--- src/rtl/opf_pkg.sv ---
// opf_pkg: shared sizes and bundle types for the operand-fetch stage.
// Imported by the scoreboard and the stage top.
package opf_pkg;

  localparam int XLEN = 32;
  localparam int NREG = 32;

  typedef logic [4:0] reg_idx_t;

  typedef struct packed {
    logic [XLEN-1:0] rs1_val;
    logic [XLEN-1:0] rs2_val;
    reg_idx_t        rd;
    logic            rd_we;
    logic [XLEN-1:0] pc;
  } opf_slot_t;

  // x0 is hardwired, so it never takes part in hazards
  function automatic logic is_nz(input reg_idx_t r);
    return r != '0;
  endfunction

endpackage

--- src/rtl/reg_scoreboard.sv ---
// reg_scoreboard: one busy bit per architectural register.
// A set in the same cycle as a clear or kill of that register wins.
module reg_scoreboard #(
  parameter int NREG = 32
) (
  input  logic                     clk,
  input  logic                     reset,
  input  logic                     set_en,
  input  logic [$clog2(NREG)-1:0]  set_idx,
  input  logic                     clr_en,
  input  logic [$clog2(NREG)-1:0]  clr_idx,
  input  logic                     kill_en,
  input  logic [$clog2(NREG)-1:0]  kill_idx,
  output logic [NREG-1:0]          busy_o
);

  logic [NREG-1:0] r_busy;
  logic [NREG-1:0] w_busy_nxt;

  // next busy vector: clears first, then the set overrides
  always_comb begin
    w_busy_nxt = r_busy;
    if (clr_en)
      w_busy_nxt[clr_idx] = 1'b0;
    if (kill_en)
      w_busy_nxt[kill_idx] = 1'b0;
    if (set_en)
      w_busy_nxt[set_idx] = 1'b1;
    w_busy_nxt[0] = 1'b0;
  end

  // busy state register, wiped on reset
  always_ff @(posedge clk) begin
    if (reset)
      r_busy <= '0;
    else
      r_busy <= w_busy_nxt;
  end

  assign busy_o = r_busy;

endmodule

--- src/rtl/operand_fetch.sv ---
// operand_fetch: reads sources from the register file, bypasses the
// same-cycle writeback, stalls on RAW/WAW and fills one output slot.
module operand_fetch #(
  parameter int XLEN = 32,
  parameter int NREG = 32
) (
  input  logic                     clk,
  input  logic                     reset,
  input  logic                     in_valid,
  output logic                     in_ready,
  input  logic [$clog2(NREG)-1:0]  in_rs1,
  input  logic [$clog2(NREG)-1:0]  in_rs2,
  input  logic [$clog2(NREG)-1:0]  in_rd,
  input  logic                     in_rd_we,
  input  logic [XLEN-1:0]          in_pc,
  output logic [$clog2(NREG)-1:0]  rf_raddr_a,
  output logic [$clog2(NREG)-1:0]  rf_raddr_b,
  input  logic [XLEN-1:0]          rf_rdata_a,
  input  logic [XLEN-1:0]          rf_rdata_b,
  input  logic                     wb_we,
  input  logic [$clog2(NREG)-1:0]  wb_rd,
  input  logic [XLEN-1:0]          wb_data,
  input  logic                     flush,
  output logic                     out_valid,
  input  logic                     out_ready,
  output logic [XLEN-1:0]          out_rs1_val,
  output logic [XLEN-1:0]          out_rs2_val,
  output logic [$clog2(NREG)-1:0]  out_rd,
  output logic                     out_rd_we,
  output logic [XLEN-1:0]          out_pc
);

  import opf_pkg::*;

  localparam int IW = $clog2(NREG);

  logic [NREG-1:0] w_busy;
  logic            w_wb_a;
  logic            w_wb_b;
  logic            w_clr_rs1;
  logic            w_clr_rs2;
  logic            w_clr_rd;
  logic            w_src1_ok;
  logic            w_src2_ok;
  logic            w_dst_wr;
  logic            w_dst_ok;
  logic            w_slot_free;
  logic            w_accept;
  logic            w_set_en;
  logic            w_clr_en;
  logic            w_kill_en;
  logic [XLEN-1:0] w_rs1_val;
  logic [XLEN-1:0] w_rs2_val;
  opf_slot_t       w_slot_nxt;
  opf_slot_t       r_slot;
  logic            r_valid;

  assign rf_raddr_a = in_rs1;
  assign rf_raddr_b = in_rs2;

  // the regfile does not forward its own write, so bypass it here
  assign w_wb_a = wb_we && (wb_rd == in_rs1);
  assign w_wb_b = wb_we && (wb_rd == in_rs2);

  // a writeback this cycle releases the busy bit it targets
  assign w_clr_rs1 = w_wb_a && is_nz(in_rs1);
  assign w_clr_rs2 = w_wb_b && is_nz(in_rs2);
  assign w_clr_rd  = wb_we && (wb_rd == in_rd)
                     && is_nz(in_rd);

  // resolve each source: x0, then bypass, then regfile
  always_comb begin
    w_rs1_val = rf_rdata_a;
    if (!is_nz(in_rs1))
      w_rs1_val = '0;
    else if (w_wb_a)
      w_rs1_val = wb_data;
  end

  // same resolution for the second source
  always_comb begin
    w_rs2_val = rf_rdata_b;
    if (!is_nz(in_rs2))
      w_rs2_val = '0;
    else if (w_wb_b)
      w_rs2_val = wb_data;
  end

  assign w_src1_ok = !w_busy[in_rs1] || w_clr_rs1;
  assign w_src2_ok = !w_busy[in_rs2] || w_clr_rs2;
  assign w_dst_wr  = in_rd_we && is_nz(in_rd);
  assign w_dst_ok  = !w_dst_wr || !w_busy[in_rd]
                     || w_clr_rd;

  assign w_slot_free = !r_valid || out_ready || flush;

  // ready is independent of in_valid; flush blocks intake
  assign in_ready = w_slot_free && w_src1_ok
                    && w_src2_ok && w_dst_ok && !flush;
  assign w_accept = in_valid && in_ready;

  // assemble the bundle that an accept loads into the slot
  always_comb begin
    w_slot_nxt         = '0;
    w_slot_nxt.rs1_val = w_rs1_val;
    w_slot_nxt.rs2_val = w_rs2_val;
    w_slot_nxt.rd      = in_rd;
    w_slot_nxt.rd_we   = in_rd_we;
    w_slot_nxt.pc      = in_pc;
  end

  assign w_set_en  = w_accept && w_dst_wr;
  assign w_clr_en  = wb_we && is_nz(wb_rd);

  // a flushed slot never writes back, so release its claim
  assign w_kill_en = flush && r_valid && r_slot.rd_we
                     && is_nz(r_slot.rd);

  reg_scoreboard #(
    .NREG (NREG)
  ) u_sb (
    .clk      (clk),
    .reset    (reset),
    .set_en   (w_set_en),
    .set_idx  (in_rd),
    .clr_en   (w_clr_en),
    .clr_idx  (wb_rd),
    .kill_en  (w_kill_en),
    .kill_idx (r_slot.rd),
    .busy_o   (w_busy)
  );

  // output slot: refill on accept, drain on pop or flush
  always_ff @(posedge clk) begin
    if (reset) begin
      r_valid <= 1'b0;
      r_slot  <= '0;
    end else if (w_accept) begin
      r_valid <= 1'b1;
      r_slot  <= w_slot_nxt;
    end else if (flush || out_ready) begin
      r_valid <= 1'b0;
    end
  end

  assign out_valid   = r_valid;
  assign out_rs1_val = r_slot.rs1_val;
  assign out_rs2_val = r_slot.rs2_val;
  assign out_rd      = r_slot.rd;
  assign out_rd_we   = r_slot.rd_we;
  assign out_pc      = r_slot.pc;

endmodule

--- config.mk ---
export PLATFORM = sky130hd
export DESIGN_NAME = operand_fetch
export DESIGN_NICKNAME = d
export VERILOG_FILES = /design/src/rtl/opf_pkg.sv /design/src/rtl/reg_scoreboard.sv /design/src/rtl/operand_fetch.sv
export SDC_FILE = /design/constraint.sdc
export NUM_CORES = 1
export LEC_CHECK = 0
export ABC_AREA = 1
export ABC_CLOCK_PERIOD_IN_PS = 2760
export CORE_MARGIN = 1.5
export CORE_UTILIZATION = 40
export DETAILED_ROUTE_END_ITERATION = 6
export PLACE_DENSITY = 0.69
export SETUP_SLACK_MARGIN = 0.1
export SLEW_MARGIN = 20
export SYNTH_ARGS = -nofsm -noshare
export SYNTH_HDL_FRONTEND = slang
export SYNTH_SLANG_ARGS = --single-unit
--- constraint.sdc ---
create_clock -name clk -period 2.76 [get_ports clk]
set_input_delay 0.552 -clock clk [delete_from_list [all_inputs] [get_ports clk]]
set_output_delay 0.552 -clock clk [all_outputs]
set_load 0.03 [all_outputs]
==> reports/qor.csv <==
metric,value,unit
top post-synthesis cells by area,"dfxtp_1 (34%), nand2_1 (14%), a21oi_1 (12%)",
crit path DAT,2030,ps
largest net degree at the start of global routing,59,
initial core utilization,40.7,%
overall die area,20600,um^2
I/O Buffers,268,
Setup Skew,12.3,ps
Via density,5.55,
worst endpoint required time,2210,ps
Area Growth Syn to Fin,52.1,%
gr ovfl total,0,
first-pass GRT wire length,51200,um
Synth Net Count,1404,
clk_lat worst skew,430,ps
max_slew headroom,70.4,%
Max Slew Vio Count,0,
row count,51,
sequential fraction of the synthesis area,33.9,%
CP Capture Type,primary output,
"Reg clk slew, reported paths",70,ps
CTS max path bufs,2,
via count,10100,
Leak,4.68,nW
synthesized cell area,7920,um^2
Final Cycle Share,93.7,%
Die X,144,um
"Core Util, Final",61.9,%
number of DRC markers in iteration 0,899,
Worst VDD drop,0.000435,V
pwr dens,457,nW/um^2
TritonCTS clock tree,done,
TritonRoute pass-1 iters,6,
vias in the first global route,9391,
Max Fclk,387,MHz
worst setup path class,primary input to primary output,
yosys warns,0,
Routed Antenna Nets,0,
reg2reg end,u_sb.busy_o[6],
DRC viols,0,
routed wire length,33500,um
clock root buffer,clkbuf_16,
Post-DP HPWL,24500,um
Final min period,2590,ps
hold_sp,out_pc[12],
share of layout cells above drive strength 1,11.3,%
Worst Hold Path Cells,2,
unrepaired setup endpoints after global routing,false,
I/O Pins,269,
max-cap viol count,0,
initial antenna violation count,1,
worst slew pin tran,444,ps
die height,144,um
CTS buffer count,17,
status,completed,
worst reg2reg path depth,14,
H-tree depth,4,
hold crit path type,flop to flop,
"area leader, netlist",dfxtp_1,
Final setup viols,0,
clock sink total,134,
Hold Path End,out_pc[12],
Setup crit start kind,primary input,
"flops & latches, synth",134,
final hold vios,0,
final std cells w/o fill,1813,
r2r startpoint,u_sb.busy_o[28],
wire length per cell,18.5,um
top cell type's share of synthesized area,33.9,%
routability congestion estimate,0.990,
Core Area,19500,um^2
nets,1689,
CP max FO,6,
total track usage,32.4,%
R2R Setup Slk,530,ps
Mapped Cells,1249,
Placed Cells,1775,
Avg Inst Size Synth,6.34,um^2
Yosys cell types,26,
-- cell usage in the layout (no fill, tap or decap), types with 2 or more instances in the layout --
master,netlist,layout
o22ai_1,10,10
clkdlybuf4s50_1,0,243
clkdlybuf4s15_1,0,2
clkbuf_16,0,17
nand2_1,289,288
nor2_4,1,4
clkinv_4,0,4
nand4_1,69,69
o21ai_0,17,16
dlygate4sd2_1,0,10
buf_6,0,7
nand3_1,142,140
nor3_2,0,3
a211oi_1,32,32
dfxtp_1,134,134
o211ai_1,6,6
inv_1,103,96
inv_8,0,6
inv_6,0,4
nor2_1,99,96
nor3_1,22,18
buf_4,24,84
a21oi_1,182,180
nor2_2,4,4
o21ai_1,1,2
o221ai_1,21,21
clkbuf_2,0,5
nand3_2,0,2
inv_2,8,13
buf_12,0,15
dlymetal6s2s_1,0,4
-- worst max-delay path, cell delays in order --
cell	delay [ps]
clkdlybuf4s15_1	250
buf_6	180
nor3_1	270
buf_4	170
nand2_1	70
nand2_1	60
nor2_1	40
nand2_1	50
nand2_1	40
nand3_1	140
nor2_4	70
buf_6	140
-- metrics by stage --
step | setup slack (ps) | hold slack (ps) | cell area (um^2) | power [mW] | TNS, ps
global placement | -315 | 447 | 11400 | 3.27 | -24020
finish | 174 | 460 | 12000 | 5.51 | 0
detailed placement | -248 | 452 | 11400 | 3.27 | -22340
CTS | 104 | 462 | 12000 | 5.52 | 0
floorplan | 270 | 470 | 7920 | 2.65 | 0
global route | 101 | 476 | 12000 | 5.69 | 0
-- repair_timing --
| item | in CTS | in global routing |
|---|---|---|
| gates resized for setup | 39 | 26 |
| endpoints found under the setup margin | 1 | 1 |
| pin swaps | 2 | 4 |
| hold buffers | 0 | 0 |
| gates cloned | 1 | 0 |
| buffers inserted | 2 | 2 |
-- cell families after synthesis --
| family | share of synthesized area, % |
|---|---|
| AO/OA/AOI/OAI | 19.8 |
| buffers and inverters | 11.6 |
| flip-flops | 33.9 |
| AND/OR/NAND/NOR | 34.8 |
-- cell usage after synthesis --
library cell and count:
clkbuf_1 56, nor3_1 22, nor2_2 4, dfxtp_1 134
a31oi_1 1, inv_1 103, o22ai_1 10, o211ai_1 6
buf_1 6, o221ai_1 21, a221o_1 1, o21ai_0 17
inv_2 8, nor2_1 99, nand4_1 69, nand3_1 142
o21ai_1 1, nor2_4 1, buf_2 18, a21boi_0 1
o31ai_1 1, a21oi_1 182, nand3b_1 1, a211oi_1 32
nand2_1 289, buf_4 24
-- sequential cells by signal, indices dropped and copies added, names as in the netlist --
| signal | flops |
|---|---|
| out_rd | 5 |
| out_rs1_val | 32 |
| u_sb.busy_o | 31 |
| out_rs2_val | 32 |
| out_rd_we | 1 |
| out_pc | 32 |
| out_valid | 1 |
-- per-layer routing --
layer  track usage [%]  share of wire [%]
met4              12.2                3.5
met3              8.10                8.8
met1              40.7                 41
met5                 0                  0
met2              53.4                 47
-- where the power goes --
group | total [mW] | switching, mW | internal (mW)
combinational | 1.23 | 0.695 | 0.536
clock | 2.25 | 1.04 | 1.21
sequential | 2.03 | 0.0355 | 1.99
-- final cells by class --
type / instances / area, um^2
clock inverter: 15 / 153
fill: 1880 / 7420
multi-input combinational: 900 / 4400
tap: 265 / 332
timing repair buffer: 370 / 3620
antenna: 1 / 2.50
inverter: 111 / 424
sequential: 134 / 2680
clock buffer: 17 / 425
-- worst max path at each step --
stage	start	end	slack, ps	cells past startpoint
floorplan	in_rs2[1]	in_ready	270	10
global placement	in_rd[2]	in_ready	-320	12
detailed placement	in_rd[4]	in_ready	-250	12
CTS	in_rd[0]	in_ready	100	14
global route	in_rs2[2]	in_ready	100	10
finish	in_rd[2]	in_ready	170	12
Note: power is estimated with default switching activity, not from simulation.
